`src/rtl/d_bus_arb.sv`:
```
// d_bus_arb: two-master round-robin arbiter for the data-side bus.
// Master 0 is the core load/store unit. Master 1 is the debug/loader port.
// A read that is not answered in its grant cycle locks the bus to its owner
// until the read completes or the watchdog expires.
//
// Handshake: a master holds rd_req/wr_req (with addr/be/data) stable until it
// sees the matching ready pulse. A write is accepted in any cycle where the
// granted master's s_wr_req and s_wr_ready are both high. A read completes in
// any cycle where s_rd_req and s_rd_ready are both high. The master samples
// rd_data only in the cycle its rd_ready is high.
module d_bus_arb #(
  parameter int XLEN      = 32,
  parameter int ADDR_LEN  = 14,
  parameter int TO_CYCLES = 255
) (
  input  logic                clk,
  input  logic                rstb,
  // master 0
  input  logic [ADDR_LEN-1:0] m0_addr,
  input  logic                m0_rd_req,
  input  logic                m0_wr_req,
  input  logic [XLEN/8-1:0]   m0_wr_be,
  input  logic [XLEN-1:0]     m0_wr_data,
  output logic [XLEN-1:0]     m0_rd_data,
  output logic                m0_rd_ready,
  output logic                m0_wr_ready,
  // master 1
  input  logic [ADDR_LEN-1:0] m1_addr,
  input  logic                m1_rd_req,
  input  logic                m1_wr_req,
  input  logic [XLEN/8-1:0]   m1_wr_be,
  input  logic [XLEN-1:0]     m1_wr_data,
  output logic [XLEN-1:0]     m1_rd_data,
  output logic                m1_rd_ready,
  output logic                m1_wr_ready,
  // shared slave side
  output logic [ADDR_LEN-1:0] s_addr,
  output logic                s_rd_req,
  output logic                s_wr_req,
  output logic [XLEN/8-1:0]   s_wr_be,
  output logic [XLEN-1:0]     s_wr_data,
  input  logic [XLEN-1:0]     s_rd_data,
  input  logic                s_rd_ready,
  input  logic                s_wr_ready,
  // watchdog error report
  output logic                bus_err,
  output logic                bus_err_src,
  // debug: current FSM state (0 = IDLE, 1 = RD_WAIT)
  output logic                dbg_state
);

  typedef enum logic {
    IDLE    = 1'b0,
    RD_WAIT = 1'b1
  } state_t;

  localparam logic [7:0] TO_LIM = 8'(TO_CYCLES);

  state_t     state_q, state_d;
  logic       owner_q, owner_d;
  logic       last_gnt_q, last_gnt_d;
  logic [7:0] to_cnt_q, to_cnt_d;
  logic       bus_err_q, bus_err_d;
  logic       bus_err_src_q, bus_err_src_d;

  logic req0, req1, any_req, gnt, sel;
  logic                sel_rd, sel_wr;
  logic [ADDR_LEN-1:0] sel_addr;
  logic [XLEN/8-1:0]   sel_be;
  logic [XLEN-1:0]     sel_wdata;
  logic                rd_done, wr_done;
  logic [XLEN-1:0]     rd_data_v;

  // Arbitration: a lone requester wins; on a tie the master not served last wins.
  assign req0    = m0_rd_req | m0_wr_req;
  assign req1    = m1_rd_req | m1_wr_req;
  assign any_req = req0 | req1;
  assign gnt     = (req0 & req1) ? ~last_gnt_q : req1;
  // While a read is outstanding the locked owner selects the bus, not the arbiter.
  assign sel     = (state_q == RD_WAIT) ? owner_q : gnt;

  assign sel_rd    = sel ? m1_rd_req  : m0_rd_req;
  assign sel_wr    = sel ? m1_wr_req  : m0_wr_req;
  assign sel_addr  = sel ? m1_addr    : m0_addr;
  assign sel_be    = sel ? m1_wr_be   : m0_wr_be;
  assign sel_wdata = sel ? m1_wr_data : m0_wr_data;

  // State and bookkeeping registers; reset abandons any in-flight read.
  always_ff @(posedge clk or negedge rstb) begin
    if (!rstb) begin
      state_q       <= IDLE;
      owner_q       <= 1'b0;
      last_gnt_q    <= 1'b1;
      to_cnt_q      <= 8'd0;
      bus_err_q     <= 1'b0;
      bus_err_src_q <= 1'b0;
    end else begin
      state_q       <= state_d;
      owner_q       <= owner_d;
      last_gnt_q    <= last_gnt_d;
      to_cnt_q      <= to_cnt_d;
      bus_err_q     <= bus_err_d;
      bus_err_src_q <= bus_err_src_d;
    end
  end

  // Next state and slave-side outputs. Everything is forced idle while rstb is low.
  always_comb begin
    state_d       = state_q;
    owner_d       = owner_q;
    last_gnt_d    = last_gnt_q;
    to_cnt_d      = to_cnt_q;
    bus_err_d     = 1'b0;
    bus_err_src_d = bus_err_src_q;
    s_addr        = '0;
    s_rd_req      = 1'b0;
    s_wr_req      = 1'b0;
    s_wr_be       = '0;
    s_wr_data     = '0;
    rd_done       = 1'b0;
    wr_done       = 1'b0;
    rd_data_v     = '0;
    if (rstb) begin
      case (state_q)
        IDLE: begin
          if (any_req) begin
            s_addr    = sel_addr;
            s_wr_be   = sel_be;
            s_wr_data = sel_wdata;
            if (sel_wr) begin
              // Write takes precedence; a read held alongside it waits its turn.
              s_wr_req = 1'b1;
              wr_done  = s_wr_ready;
              if (s_wr_ready) last_gnt_d = gnt;
            end else if (sel_rd) begin
              s_rd_req   = 1'b1;
              last_gnt_d = gnt;
              if (s_rd_ready) begin
                rd_done   = 1'b1;
                rd_data_v = s_rd_data;
              end else begin
                owner_d  = gnt;
                to_cnt_d = 8'd1;
                state_d  = RD_WAIT;
              end
            end
          end
        end
        RD_WAIT: begin
          // Read stays asserted even if the owner has withdrawn its request.
          s_addr    = sel_addr;
          s_wr_be   = sel_be;
          s_wr_data = sel_wdata;
          s_rd_req  = 1'b1;
          to_cnt_d  = to_cnt_q + 8'd1;
          if (s_rd_ready) begin
            rd_done   = 1'b1;
            rd_data_v = s_rd_data;
            state_d   = IDLE;
          end else if (to_cnt_q == TO_LIM) begin
            rd_done       = 1'b1;
            bus_err_d     = 1'b1;
            bus_err_src_d = owner_q;
            state_d       = IDLE;
          end
        end
        default: state_d = IDLE;
      endcase
    end
  end

  // Completion routing to the selected master only; read data is zero outside rd_ready.
  assign m0_rd_ready = rd_done & ~sel;
  assign m1_rd_ready = rd_done &  sel;
  assign m0_wr_ready = wr_done & ~sel;
  assign m1_wr_ready = wr_done &  sel;
  assign m0_rd_data  = m0_rd_ready ? rd_data_v : '0;
  assign m1_rd_data  = m1_rd_ready ? rd_data_v : '0;

  assign bus_err     = bus_err_q;
  assign bus_err_src = bus_err_src_q;
  assign dbg_state   = state_q;

endmodule

```
`config.mk`:
```
export PLATFORM = sky130hd
export DESIGN_NAME = d_bus_arb
export DESIGN_NICKNAME = d
export VERILOG_FILES = /design/src/rtl/d_bus_arb.sv
export SDC_FILE = /design/constraint.sdc
export NUM_CORES = 1
export LEC_CHECK = 0
export CAP_MARGIN = 20
export CORE_AREA = 2 2 102 104
export CTS_CLUSTER_DIAMETER = 100
export DETAILED_ROUTE_END_ITERATION = 12
export DIE_AREA = 0 0 104 106
export GPL_TIMING_DRIVEN = 0
export PLACE_DENSITY_LB_ADDON = 0.3
export SLEW_MARGIN = 20
export SYNTH_ARGS = -nofsm -noshare
export SYNTH_HDL_FRONTEND = slang
export SYNTH_SLANG_ARGS = --single-unit
```
`constraint.sdc`:
```
create_clock -name clk -period 4.24 [get_ports clk]
set_input_delay 1.06 -clock clk [delete_from_list [all_inputs] [get_ports clk]]
set_output_delay 1.06 -clock clk [all_outputs]
set_load 0.005 [all_outputs]
```
# After elaboration in Yosys (flattened, before gate mapping)
# Index checks and enable logic that the tools add are counted.
# classes
add_sub_neg	1
eq_ne	6
n_mux	63
bitwise	13
n_reduce_logical	5
# ops
operator	n
$mux 32	10
$pmux 32 s2	2
$mux 14	3
$mux 1	35
$mux 8	4
$pmux 14 s2	1
$pmux 8 s2	1
$mux 4	3
$ne 2x2->1 const B	5
$reduce_and 5->1	2
$add 8x1->8 const B	1
$eq 8x8->1 const B	1
$pmux 4 s2	1
$pmux 1 s2	3
$reduce_and 6->1	1
$and 1x1->1	5
$not 1->1	5
$reduce_and 4->1	1
$or 1x1->1	3
$reduce_bool 2->1	1
# word_totals
register_bits	13
input_bits	140
output_inout_bits	123
wordCells	94

# Longest topological paths before layout
# Gate-level depths: netlist of the first run.
# depth
word_depth	12
ltp_mapped	7
mapped_depth_nobuf	5

# Worst setup path before layout of the first run
# No wires, ideal clock.
# synth_timing
path_kind	input -> output
from	input m1_rd_req
to	output m1_rd_data[10]
arrival_time_ps	2276
t_required_ps	3180
slack_ps	904
cell_stages	6
cell_sequence	nor2_1 -> o311ai_0 -> a221oi_4 -> o21ai_4 -> buf_6 -> nor2_1
# synth_between
elab_chain_cells	12
elab_cells_between_ends	19
cone_classes	mux (15); bitwise (4)
# synth_lines
element	line	rtl
from (decl)	29	input logic m1_rd_req,
$or 1x1->1	76	assign req1 = m1_rd_req | m1_wr_req;
$and 1x1->1	78	assign gnt = (req0 & req1) ? ~last_gnt_q : req1;
$mux 1	78	
$mux 1	80	assign sel = (state_q == RD_WAIT) ? owner_q : gnt;
$mux 1	82	assign sel_rd = sel ? m1_rd_req : m0_rd_req;
$mux 1	135	end else if (sel_rd) begin
$mux 1	130	if (sel_wr) begin
$mux 1	126	if (any_req) begin
$pmux 1 s2	124	case (state_q)
$mux 1	123	if (rstb) begin
$and 1x1->1	174	assign m1_rd_ready = rd_done & sel;
$mux 32 (*)	178	assign m1_rd_data = m1_rd_ready ? rd_data_v : '0;
to (decl)	33	output logic [XLEN-1:0] m1_rd_data,
# Every way passes the cells marked *; elsewhere a longest branch is shown, timed or not.

# Worst setup path after layout of the first run
# layout_timing
from	input m1_rd_req
to	output m1_rd_data[15]
# Same word-level chain as after synthesis.

==> flow_summary_export.csv, run 1 <==
group,metric,value,unit
place,dp.cells,767,
global_route,grt_pass1_wl,17.5,mm
timing,hold_viol,0,
setup_path,crit_type,"in -> out",
job,cap_violations,0,
timing,worst_slack,0.0997,ns
setup_path,endpoint_kind,"output pin",
synthesis,synth_cell_types,35,
timing,min_period,4.14,ns
drt,drt_wl_total,11.4,mm
setup_path,reg2reg_setup_slack,2.19,ns
floorplan,die_area,11000,sq um
clock_tree,root_buffer,"clkbuf_8",
power,ir_drop,0.222,mV
timing,period_share,0.976,
global_route,grtUsageTotal,0.192,
floorplan,top_level_ports,263,
synthesis,syn_inst,369,
timing,worst_pin_slew,0.458,ns
floorplan,fp-row-count,37,
cells_and_area,ff_latch_area,327,sq um
synthesis,ys_warn_count,0,
place,portBuffers,262,
floorplan,die_w,104,um
setup_path,worst_ep_required_time,3.18,ns
power,power.density,413,nW/um^2
timing,final.setup.tns,0,ns
clock_tree,numClockSinks,13,
drt,drcViolationCount,0,
synthesis,synth_seq_area_share,0.162,
timing,slew_viol_final,0,
global_route,grt_overflow,0,
drt,wl_per_cell,14.7,um
synthesis,synth_edf_count,0,
cells_and_area,layout.cells.non_filler,777,
global_route,antenna_found_initial,0,
drt,ant_nets,0,
power,p_leak,0.00195,uW
synthesis,ys_ff_latch,13,
outcome,outcome,"finished, final reports clean",
setup_path,critPathArrivalTime,3.08,ns
setup_path,worst-path-max-fanout,10,
cells_and_area,area_growth_syn_to_layout,144,%
clock_tree,cts_inserted_buffers,3,
global_route,grt_pass1_vias,3325,
timing,skew,0.00249,ns
synthesis,syn_avg_cell_area,5.46,sq um
drt,num_vias,3455,
clock_tree,clock_path_buffers,2,
floorplan,die_height,106,um
cells_and_area,finalNetCount,783,
place,dp_hpwl,9.42,mm
drt,dr.pass1.iters,4,
cells_and_area,multi_input_area,1510,sq um
timing,slew-limit-headroom,0.695,
floorplan,core-area,10000,sq um
clock_tree,clock_latency,0.24,ns
synthesis,synth-main-ff-cell,"dfrtp_1",
drt,viasPerCell,4.45,
timing,fmax,242,MHz
synthesis,synthArstFlopShare,1.00,
cells_and_area,final_util,0.491,
cells_and_area,fill_cells,1006,
drt,dr.first_iter.drc_count,176,
setup_path,startpoint_type,"input pin",
synthesis,synth_area,2010,sq um
cells_and_area,drive_gt1_frac,0.0671,
global_route,grt_max_degree,19,
cells_and_area,diodes,0,
place,place_ws,-0.581,ns
min_path,hp-class,"reg -> reg",
clock_tree,cts_tree,"built",
timing,setup_viol,0,
floorplan,start_util,0.201,
synthesis,syn_nets,510,
place,gp_congestion,0.899,
clock_tree,cts_htree_levels,1,
clock_tree,clk_pin_slew,0.06,ns
-- cell type report --
type	count	share of cell area
repair buffers	268	0.541
flip-flops and latches	13	0.0665
clock buffers	4	0.00917
well taps	136	0.0346
multi-input cells	321	0.308
plain buffers	29	0.0359
inverters	6	0.00458
-- cell families after synthesis --
| logic type | synth area share |
|---|---|
| buf+inv | 0.0907 |
| flops | 0.162 |
| fa+ha+maj | 0.00621 |
| compound gates | 0.270 |
| simple gates | 0.450 |
| mux | 0.0205 |
-- cell usage after synthesis (all sizes together) (5+ instances only) --
library cell  number  area (sq um)
buf               13           100
a22o               7          61.3
dfrtp             12           300
nand2            143           537
a21oi             53           265
nand3              5          25.0
inv                6          22.5
clkbuf            16          60.1
nor2              70           263
o21ai             13          91.3
-- routing by layer --
layer  GRT usage  up-vias  wire [um]
li1            -     1751          -
met1       0.234     1555       4740
met2       0.343      136       5600
met3      0.0533       13        890
met4      0.0270        0        162
met5           0        -          0
-- cell usage in the layout (no fill, tap or decap), types with 2 or more instances in the layout --
cell type,netlist,layout
clkbuf_2,0,11
clkdlybuf4s50_1,0,255
nand3_1,5,5
nor2_1,70,70
buf_4,1,7
o21ai_2,1,3
buf_2,2,6
o21a_1,3,3
buf_6,6,6
nand4_1,3,3
clkbuf_8,0,3
dlygate4sd2_1,0,2
o21ai_4,2,2
inv_1,6,6
o21ai_0,9,8
dfrtp_1,12,12
dlymetal6s2s_1,0,2
nand2b_1,3,3
o31ai_1,2,2
a21oi_1,53,53
nor3_1,2,2
nand2_1,143,143
mux2i_1,3,3
and2_1,3,3
a22o_1,7,7
clkbuf_1,16,7
-- report_power, final --
group / internal [uW] / switching, uW
Combinational: 865 / 828
Sequential: 165 / 58.1
Clock: 66.5 / 48.1
-- critical path, cell delays in order --
cell,delay (ns)
clkdlybuf4s15_1,0.27
nor2_1,0.11
o311ai_1,0.40
a221oi_4,0.10
buf_4,0.18
o21ai_4,0.26
buf_6,0.18
nor2_1,0.05
clkdlybuf4s50_1,0.47
-- sequential cells by signal, summed over array words and instances (netlist names) --
name and cells:
last_gnt_q 1, to_cnt_q 8, bus_err 1, dbg_state 1, bus_err_src 1, owner_q 1
-- final timing paths --
kind	startpoint	to	cells after the start
max	m1_rd_req	m1_rd_data[15]	9
min	bus_err_src$_DFFE_PN0P_	bus_err_src$_DFFE_PN0P_	1
max reg2reg	last_gnt_q$_DFFE_PN1P_	to_cnt_q[7]$_DFFE_PN0P_	7
min reg2reg	bus_err_src$_DFFE_PN0P_	bus_err_src$_DFFE_PN0P_	1
max in group asynchronous	rstb	last_gnt_q$_DFFE_PN1P_	1
min in group asynchronous	rstb	to_cnt_q[3]$_DFFE_PN0P_	1
-- what timing repair did --
| item | CTS | global route |
|---|---|---|
| setup endpoints to repair | 120 | 110 |
| setup buffers | 5 | 1 |
| resized for setup | 20 | 14 |
| hold buffers | 0 | 0 |
| pin swaps | 3 | 0 |
-- through the flow --
stage | total power [uW] | hold slack (ns) | area, sq um
floorplan | 1060 | 0.479 | 2010
global placement | 1820 | 0.493 | 4810
detailed placement | 1850 | 0.503 | 4810
CTS | 2040 | 0.515 | 4900
global route | 2220 | 0.542 | 4910
finish | 2030 | 0.522 | 4910
(Power assumes the default switching activity.)
==> run 2, diff against run 1 <==
--- a/config.mk
+++ b/config.mk
@@ -13,5 +13,4 @@
 export GPL_TIMING_DRIVEN = 0
 export PLACE_DENSITY_LB_ADDON = 0.3
-export SLEW_MARGIN = 20
 export SYNTH_ARGS = -nofsm -noshare
 export SYNTH_HDL_FRONTEND = slang
==> constraint.sdc (replaced) <==
create_clock -name clk -period 4.24 [get_ports clk]
set_input_delay 1.06 -clock clk [delete_from_list [all_inputs] [get_ports clk]]
set_output_delay 1.06 -clock clk [all_outputs]
set_load 0.05 [all_outputs]
==> run 2 against run 1 <==
Die area stayed put. First-iteration DRC count is 4.0% higher. Cell count is 0.13% lower. Critical path depth stayed put. Count of clock-buffer cells in the layout stayed put. Worst hold slack worse by 0.0017 ns. Cell area is 9.1% lower. Clock power hardly changed. Wire length is 1.4% higher. Setup slack better by 0.0047 ns. Power is 29% higher. Non-clock buffer count is 1 lower.
==> flow_summary_export.csv, run 2 (synthesis gave the netlist of run 1 again) <==
group,metric,value,unit
timing,worst_pin_slew,0.502,ns
cells_and_area,final_common_cell,"nand2_1",
setup_path,critPathBufInv,4,
setup_path,crit_family,"buffers and inverters",
power,ir_drop,0.290,mV
cells_and_area,fill_cells,1116,
floorplan,core-area,10000,sq um
global_route,grt_overflow,0,
clock_tree,cts_inserted_buffers,3,
clock_tree,ctsHoldBuffers,0,
cells_and_area,finalNetCount,782,
place,gp_congestion,0.899,
global_route,grtUsageTotal,0.195,
setup_path,worst_ep_required_time,3.18,ns
place,place_area,4810,sq um
floorplan,die_height,106,um
setup_path,cp_slowest_cell,"clkdlybuf4s50_1",
cells_and_area,multi_input_area,1520,sq um
min_path,min_to,"bus_err_src$_DFFE_PN0P_",
setup_path,endpoint_kind,"output pin",
global_route,grt_pass1_vias,3381,
global_route,grt_max_degree,19,
cells_and_area,drive_gt1_frac,0.244,
drt,wl_per_cell,14.9,um
setup_path,crit_type,"in -> out",
drt,drt_wl_total,11.6,mm
job,cap_violations,0,
cells_and_area,ff_latch_area,327,sq um
setup_path,r2r_end,"to_cnt_q[5]$_DFFE_PN0P_",
global_route,grt_pass1_wl,17.8,mm
clock_tree,root_buffer,"clkbuf_8",
clock_tree,clock_latency,0.25,ns
setup_path,cp_cell_sequence,"clkdlybuf4s50_1 -> o21ai_2 -> o21a_1 -> a221oi_4 -> buf_12 -> o21ai_4 -> buf_6 -> nor2_1 -> buf_2",
cells_and_area,top_register,"to_cnt_q",
setup_path,critPathArrivalTime,3.08,ns
drt,dr.first_iter.drc_count,183,
min_path,hp-class,"reg -> reg",
timing,min_period,4.14,ns
timing,fmax,242,MHz
place,portBuffers,262,
timing,final.setup.tns,0,ns
global_route,antenna_found_initial,0,
cells_and_area,diodes,0,
cells_and_area,final_area,4460,sq um
clock_tree,numClockSinks,13,
clock_tree,clk_pin_slew,0.06,ns
place,place_ws,-0.881,ns
timing,slew-limit-headroom,0.664,
floorplan,die_w,104,um
min_path,hold-path-cell-count,1,
floorplan,die_area,11000,sq um
floorplan,start_util,0.201,
clock_tree,clock_path_buffers,2,
setup_path,worst-path-max-fanout,10,
cells_and_area,area_growth_syn_to_layout,122,%
drt,drcViolationCount,0,
clock_tree,cts_tree,"built",
cells_and_area,largest_register_ffs,8,
power,power.density,588,nW/um^2
drt,num_vias,3478,
timing,skew,0.00235,ns
drt,dr.pass1.iters,4,
min_path,worstHoldStart,"bus_err_src$_DFFE_PN0P_",
setup_path,reg2reg_setup_slack,2.19,ns
setup_path,critPathMaxStageDelay,0.59,ns
timing,worst_slack,0.104,ns
drt,ant_nets,0,
setup_path,reg2reg_depth,7,
floorplan,fp-row-count,37,
setup_path,r2r-start,"last_gnt_q$_DFFE_PN1P_",
drt,viasPerCell,4.48,
floorplan,top_level_ports,263,
power,p_leak,0.00212,uW
setup_path,startpoint_type,"input pin",
timing,hold_viol,0,
outcome,outcome,"finished, final reports clean",
cells_and_area,final_cell_mix,"nand2_1 (143), clkdlybuf4s50_1 (140), buf_2 (90)",
timing,slew_viol_final,0,
place,dp_hpwl,9.42,mm
timing,setup_viol,0,
timing,period_share,0.975,
clock_tree,cts_htree_levels,1,
-- run 2: changes by cell type in the layout (fill, tap and decap cells not counted), sizes merged --
cell / before / now
dlygate4sd2: 2 / 1
clkdlybuf4s50: 255 / 140
clkdlybuf4s15: 1 / 10
buf: 20 / 107
clkbuf: 21 / 40
-- run 2: worst register-to-register path: stages (launching register included) --
cell and delay, ns:
dfstp_2 0.60, o21ai_2 0.10, o21a_1 0.21, a221oi_4 0.32, buf_12 0.16, buf_4 0.13
a31oi_4 0.14, a22o_1 0.27
-- run 2: worst max-delay path by stage --
stage | start | to | slack, ns | cells after the start
finish | m0_wr_req | m1_rd_data[9] | 0.10 | 9
global route | rstb | s_wr_req | -0.009 | 5
CTS | m1_wr_req | m1_rd_data[15] | -0.07 | 9
detailed placement | m0_rd_req | s_wr_data[29] | -0.88 | 8
global placement | m0_rd_req | s_wr_data[29] | -0.86 | 8
floorplan | m0_rd_req | s_wr_data[22] | 0.30 | 6
-- run 2: layout make-up --
type	count	area share
Buffer	29	0.0395
Clock buffer	4	0.0101
Inverter	6	0.00504
Multi-Input combinational cell	321	0.341
Sequential cell	13	0.0732
Tap cell	136	0.0381
Timing Repair Buffer	267	0.494
-- run 2: per-stage QoR --
| stage | util | std cells | total power (uW) | hold slack (ns) |
|---|---|---|---|---|
| finish | 0.446 | 776 | 2620 | 0.520 |
| global route | 0.446 | 776 | 2800 | 0.549 |
| CTS | 0.481 | 776 | 2650 | 0.515 |
| detailed placement | 0.481 | 767 | 2590 | 0.503 |
| global placement | 0.481 | 767 | 2560 | 0.493 |
| floorplan | - | 369 | 1800 | 0.479 |
-- run 2: power by group --
part / switching (uW) / total (uW) / internal (uW) / leakage [uW]
clock network: 48.6 / 115 / 66.5 / 0.0000228
logic: 1570 / 2280 / 711 / 0.00193
registers: 58.8 / 224 / 165 / 0.000167
total: 1680 / 2620 / 943 / 0.00212
-- run 2: what timing repair did --
item	in CTS	in global routing
buffers inserted	5	0
gates resized for setup	446	179
endpoints found under the setup margin	120	117
pin swaps	1	1
-- run 2: routing by layer --
layer,vias to the layer above,global-route usage,wire (um)
li1,1747,-,-
met1,1570,0.239,4830
met2,149,0.352,5670
met3,12,0.0472,875
met4,0,0.0299,175
met5,-,0,0
==> run 3, diff against run 2 <==
Settings changed: CTS_CLUSTER_SIZE set to 25.
==> results of run 3 <==
No change in the layout: final DEF, timing and power equal those of run 2.
